--- src/rtl/q9_pkg.sv ---
// Shared Q9 datapath widths, types and the MAC front-end state encoding.
// The round/saturate stage reuses the same widths.
package q9_pkg;

    localparam int Q9_DW     = 16;
    localparam int Q9_FRAC   = 9;
    localparam int Q9_NTERMS = 16;
    localparam int Q9_AW     = 36;

    typedef logic signed [Q9_DW-1:0] q9_t;
    typedef logic signed [Q9_AW-1:0] q9_acc_t;

    typedef enum logic [1:0] {
        ACCUM,
        FLUSH,
        HOLD
    } mac_state_e;

endpackage

--- src/rtl/q9_mul_reg.sv ---
// Stage 1 of the MAC: registered full-precision signed product with a valid flag.
// The product only loads on an accepted beat; the flag marks it for stage 2.
module q9_mul_reg #(
    parameter int DW = 16
) (
    input  logic                   clk,
    input  logic                   rst_n,
    input  logic                   en,
    input  logic signed [DW-1:0]   a,
    input  logic signed [DW-1:0]   x,
    output logic signed [2*DW-1:0] prod,
    output logic                   vld
);

    always_ff @(posedge clk or negedge rst_n) begin
        if (!rst_n) begin
            prod <= '0;
            vld  <= 1'b0;
        end else begin
            vld <= en;
            if (en) begin
                prod <= a * x;
            end
        end
    end

endmodule

--- src/rtl/mac_acc16_q9.sv ---
// Sequential multiply-accumulate front end for the Q9 datapath.
// Accumulates up to N_TERMS signed products per frame and holds the sum.
module mac_acc16_q9
    import q9_pkg::*;
#(
    parameter int N_TERMS = Q9_NTERMS,
    parameter int DW      = Q9_DW,
    parameter int AW      = 2 * DW + $clog2(N_TERMS)
) (
    input  logic                           clk_i,
    input  logic                           rst_ni,
    input  logic                           in_valid_i,
    output logic                           in_ready_o,
    input  logic signed [DW-1:0]           in_a_i,
    input  logic signed [DW-1:0]           in_x_i,
    input  logic                           in_last_i,
    output logic                           out_valid_o,
    input  logic                           out_ready_i,
    output logic signed [AW-1:0]           out_acc_o,
    output logic [$clog2(N_TERMS):0]       out_terms_o
);

    localparam int CW = $clog2(N_TERMS) + 1;
    localparam int PW = 2 * DW;

    mac_state_e            state;
    logic [CW-1:0]         cnt;
    logic signed [AW-1:0]  acc;
    logic signed [PW-1:0]  prod;
    logic                  prod_vld;
    logic                  accept;
    logic                  close;

    assign accept = in_valid_i && in_ready_o;
    assign close  = in_last_i || (cnt == CW'(N_TERMS - 1));

    q9_mul_reg #(
        .DW (DW)
    ) u_mul (
        .clk   (clk_i),
        .rst_n (rst_ni),
        .en    (accept),
        .a     (in_a_i),
        .x     (in_x_i),
        .prod  (prod),
        .vld   (prod_vld)
    );

    // Ready/valid are registered alongside the state so they never glitch.
    always_ff @(posedge clk_i or negedge rst_ni) begin
        if (!rst_ni) begin
            state       <= ACCUM;
            in_ready_o  <= 1'b1;
            out_valid_o <= 1'b0;
            cnt         <= '0;
            out_terms_o <= '0;
        end else begin
            unique case (state)
                ACCUM: begin
                    if (accept) begin
                        cnt <= cnt + CW'(1);
                        if (close) begin
                            state      <= FLUSH;
                            in_ready_o <= 1'b0;
                        end
                    end
                end
                FLUSH: begin
                    state       <= HOLD;
                    out_valid_o <= 1'b1;
                    out_terms_o <= cnt;
                end
                HOLD: begin
                    if (out_ready_i) begin
                        state       <= ACCUM;
                        out_valid_o <= 1'b0;
                        in_ready_o  <= 1'b1;
                        cnt         <= '0;
                    end
                end
                default: begin
                    state <= ACCUM;
                end
            endcase
        end
    end

    // No product is in flight during HOLD, so acc is stable there.
    always_ff @(posedge clk_i or negedge rst_ni) begin
        if (!rst_ni) begin
            acc <= '0;
        end else if (state == HOLD && out_ready_i) begin
            acc <= '0;
        end else if (prod_vld) begin
            acc <= acc + {{(AW - PW){prod[PW-1]}}, prod};
        end
    end

    assign out_acc_o = acc;

endmodule
--- config.mk ---
export PLATFORM = sky130hd
export DESIGN_NAME = mac_acc16_q9
export DESIGN_NICKNAME = d
export VERILOG_FILES = /design/src/rtl/q9_pkg.sv /design/src/rtl/q9_mul_reg.sv /design/src/rtl/mac_acc16_q9.sv
export SDC_FILE = /design/constraint.sdc
export NUM_CORES = 1
export LEC_CHECK = 0
export CAP_MARGIN = 20
export CORE_MARGIN = 4
export CORE_UTILIZATION = 55
export CTS_CLUSTER_DIAMETER = 60
export DETAILED_ROUTE_END_ITERATION = 7
export PLACE_DENSITY = 0.77
export SETUP_SLACK_MARGIN = 0.02
export SYNTH_ARGS = -nofsm -noshare
export SYNTH_HDL_FRONTEND = slang
export SYNTH_HIERARCHICAL = 1
export SYNTH_SLANG_ARGS = --single-unit
--- constraint.sdc ---
create_clock -name clk_i -period 2.6 [get_ports clk_i]
set_input_delay 0.65 -clock clk_i [delete_from_list [all_inputs] [get_ports clk_i]]
set_output_delay 0.65 -clock clk_i [all_outputs]
set_load 0.05 [all_outputs]
==> results.toml <==
[run_status]
status = "complete, but fails checks"
violations = "negative setup slack"

[timing]
setup_ws_ps = -3530
grt_setup_unrepaired = "yes"
finalClockSkew_ps = 5.83
min_period_over_period_pct = 236
final.min_clock_period_ps = 6130
finalHoldViolations = 0
worst_pin_slew_ps = 731
maxSlewHeadroom_pct = 51.2
max_freq_mhz = 163
slew_violations = 0
finalSetupViolCount = 42

[final_layout]
final-seq-area_um2 = 2090
final_common_cell = "inv_1"
n_antenna_cell = 0
stdcell_count = 2331
drive_gt1_share_pct = 35.3
nNetsFinal = 2404
final_core_util_pct = 76.5
multi_input_area_um2 = 13200
layout_common_cells = "inv_1, fa_1, buf_4"
syn_to_final_growth_pct = 36.3
final_area_um2 = 20700
nFillCells = 1486

[cts]
numClockSinks = 83
clk_latency_ps = 340
path_clk_slew_ps = 60
tritoncts = "built"
root_buffer = "clkbuf_16"
clock_path_buffers = 2
cts_buffers = 9
cts-htree-levels = 3
hold_buffers = 0

[setup_path]
crit_slowest_cell = "fa_1"
ff2ff_path_depth = 11
crit_chain = "buf_6, buf_6, buf_12, nand2_4, fa_1, inv_1, fa_1, inv_1, fa_1, inv_1, fa_1, fa_1, inv_1, fa_1, inv_2, ha_4, a2111oi_4, o21ai_2, buf_4, o21ai_4, o21ai_2, a31oi_1, xnor2_1, mux2_2"
critPathTopFamily = "adder cells"
crit_path_max_fanout = 7
slowest_delay_ps = 530
critPathArrivalTime_ps = 6350
cp-start-kind = "input pin"
path_class = "input pin to flop"
rrSetupSlack_ps = -190
crit_required_ps = 2830
worst-path-buf-inv = 9
r2r-start = "u_mul/prod[4]$_DFFE_PN0P_"
r2r_end = "out_acc_o[30]$_DFFE_PN0P_"
end_kind = "flop"
path_common_cell = "fa_1"

[synth]
syn-instance-count = 1651
ys_seq_elements = 83
synth_top_cell_area_share_pct = 34.7
synth_edf_count = 0
synth_nets = 2070
ys_warn_count = 6
syn_avg_cell_area_um2 = 9.19
postSynth.asyncResetShare_pct = 100
synthDistinctLibCells = 70
yosysTopAreaCell = "fa_1"
netlist_area_um2 = 15200
synthTopCellsByArea = "fa_1, dfrtp_1, ha_1"
synth_ff_type = "dfrtp_1"
ys_seq_area_share_pct = 13.7

[grt]
grtUsageTotal_pct = 27.9
grt_pass1_wl_um = 69800
grt.overflow.total = 0
antenna_found_initial = 0
grt_start_max_net_pins = 41
grt_pass1_vias = 14400

[detailed_routing]
vias = 14200
drt_iter0_markers = 1566
wire_per_inst_um = 21.8
via_per_inst = 6.08
route.detailed.drc = 0
ant_nets = 0
dr.pass1.iters = 8
wl_um = 50700

[placed_design]
dp_slack_ps = -4100
port_buffers = 79
placed_area_um2 = 18100
gp_congestion = 0.911
place_inst = 2206
dpl.hpwl_um = 29600

[floorplanning]
die_x_um = 174
dieArea_um2 = 30300
rows = 60
initial_core_util_pct = 56.1
num_io_pins = 80
die_h_um = 174
core-area_um2 = 27000

[run]
maxCapViolCount = 0

[min_path]
hold_path.class = "input pin to asynchronous set/reset pin"
[per-stage QoR]
step                      TNS, ps  hold slack (ps)
after CTS                  -73960              190
after global placement     -95350              466
after global routing       -83570              195
after detailed placement   -97820              485
final                      -80890              181
after floorplan            -70300              354
[synth_stat cells, types with 3 or more instances]
cell type	instances
mux2_2	25
o21bai_1	12
nor4_1	3
clkbuf_1	59
ha_1	119
nand3_1	14
nor3_1	9
o21ai_0	46
a21oi_1	66
and3_1	8
nor3b_1	5
and2_1	121
a31oi_1	10
dfrtp_1	82
a21o_1	34
buf_1	3
nor2_1	80
o21ai_1	9
a22oi_1	3
a2111oi_0	3
nand2_1	164
a211oi_1	13
xor2_1	15
a21oi_2	6
a22o_1	3
buf_2	3
o31ai_1	3
nand2b_1	11
nor2b_1	8
nand4_1	21
fa_1	263
o211ai_1	5
inv_1	308
mux2i_1	24
nor4b_1	3
nand4b_1	3
xnor2_1	44
o21a_1	3
[metal layers]
| layer | share of wire [%] | GRT usage [%] |
|---|---|---|
| met5 | 0 | 0 |
| met4 | 6.3 | 8.31 |
| met3 | 7.7 | 4.39 |
| met2 | 51 | 50.4 |
| met1 | 35 | 34.7 |
[sequential cells by signal (all words and copies together) (netlist names)]
| name | cells |
|---|---|
| state | 2 |
| u_mul/vld | 1 |
| cnt | 5 |
| out_terms_o | 5 |
| out_valid_o | 1 |
| in_ready_o | 1 |
| out_acc_o | 36 |
| u_mul/prod | 32 |
[logic make-up (layout without fill, tap and decap cells)]
family | Yosys count | count (layout) | share of synthesized area (%)
AND/OR/NAND/NOR | 464 | 464 | 15.2
adder cells (fa/ha/maj) | 382 | 382 | 44.5
buffers and inverters | 375 | 714 | 9.32
AO/OA/AOI/OAI | 238 | 238 | 10.3
flip-flops | 83 | 83 | 13.7
XOR/XNOR | 59 | 59 | 3.41
multiplexers | 50 | 50 | 3.54
[cell type report]
type | count | area share [%]
Clock inverter | 2 | 0.0605
Sequential cell | 83 | 10.1
Timing Repair Buffer | 390 | 17.1
Tap cell | 341 | 2.06
Multi-Input combinational cell | 1193 | 63.8
Inverter | 308 | 5.62
Clock buffer | 14 | 1.23
[repair_timing]
item / 4_1_cts / 5_1_grt
resized for setup: 341 / 194
endpoints found under the hold margin: 0 / 0
pin swaps: 172 / 166
buffers inserted: 65 / 45
cloned: 10 / 2
setup endpoints to repair: 40 / 50
[worst max path at each step]
| stage | from | end | cells after the start |
|---|---|---|---|
| 6_report | in_a_i[7] | u_mul/prod[19]$_DFFE_PN0P_ | 24 |
| 3_5_place_dp | in_x_i[4] | u_mul/prod[28]$_DFFE_PN0P_ | 20 |
| 4_1_cts | in_a_i[11] | u_mul/prod[28]$_DFFE_PN0P_ | 23 |
| 3_3_place_gp | in_x_i[4] | u_mul/prod[28]$_DFFE_PN0P_ | 20 |
| 2_1_floorplan | in_a_i[15] | u_mul/prod[29]$_DFFE_PN0P_ | 20 |
| 5_1_grt | in_a_i[14] | u_mul/prod[25]$_DFFE_PN0P_ | 24 |
Power is left out: the tool's default activity adds up to more than one toggle a clock period on the data nets, which glitch-free logic cannot reach.
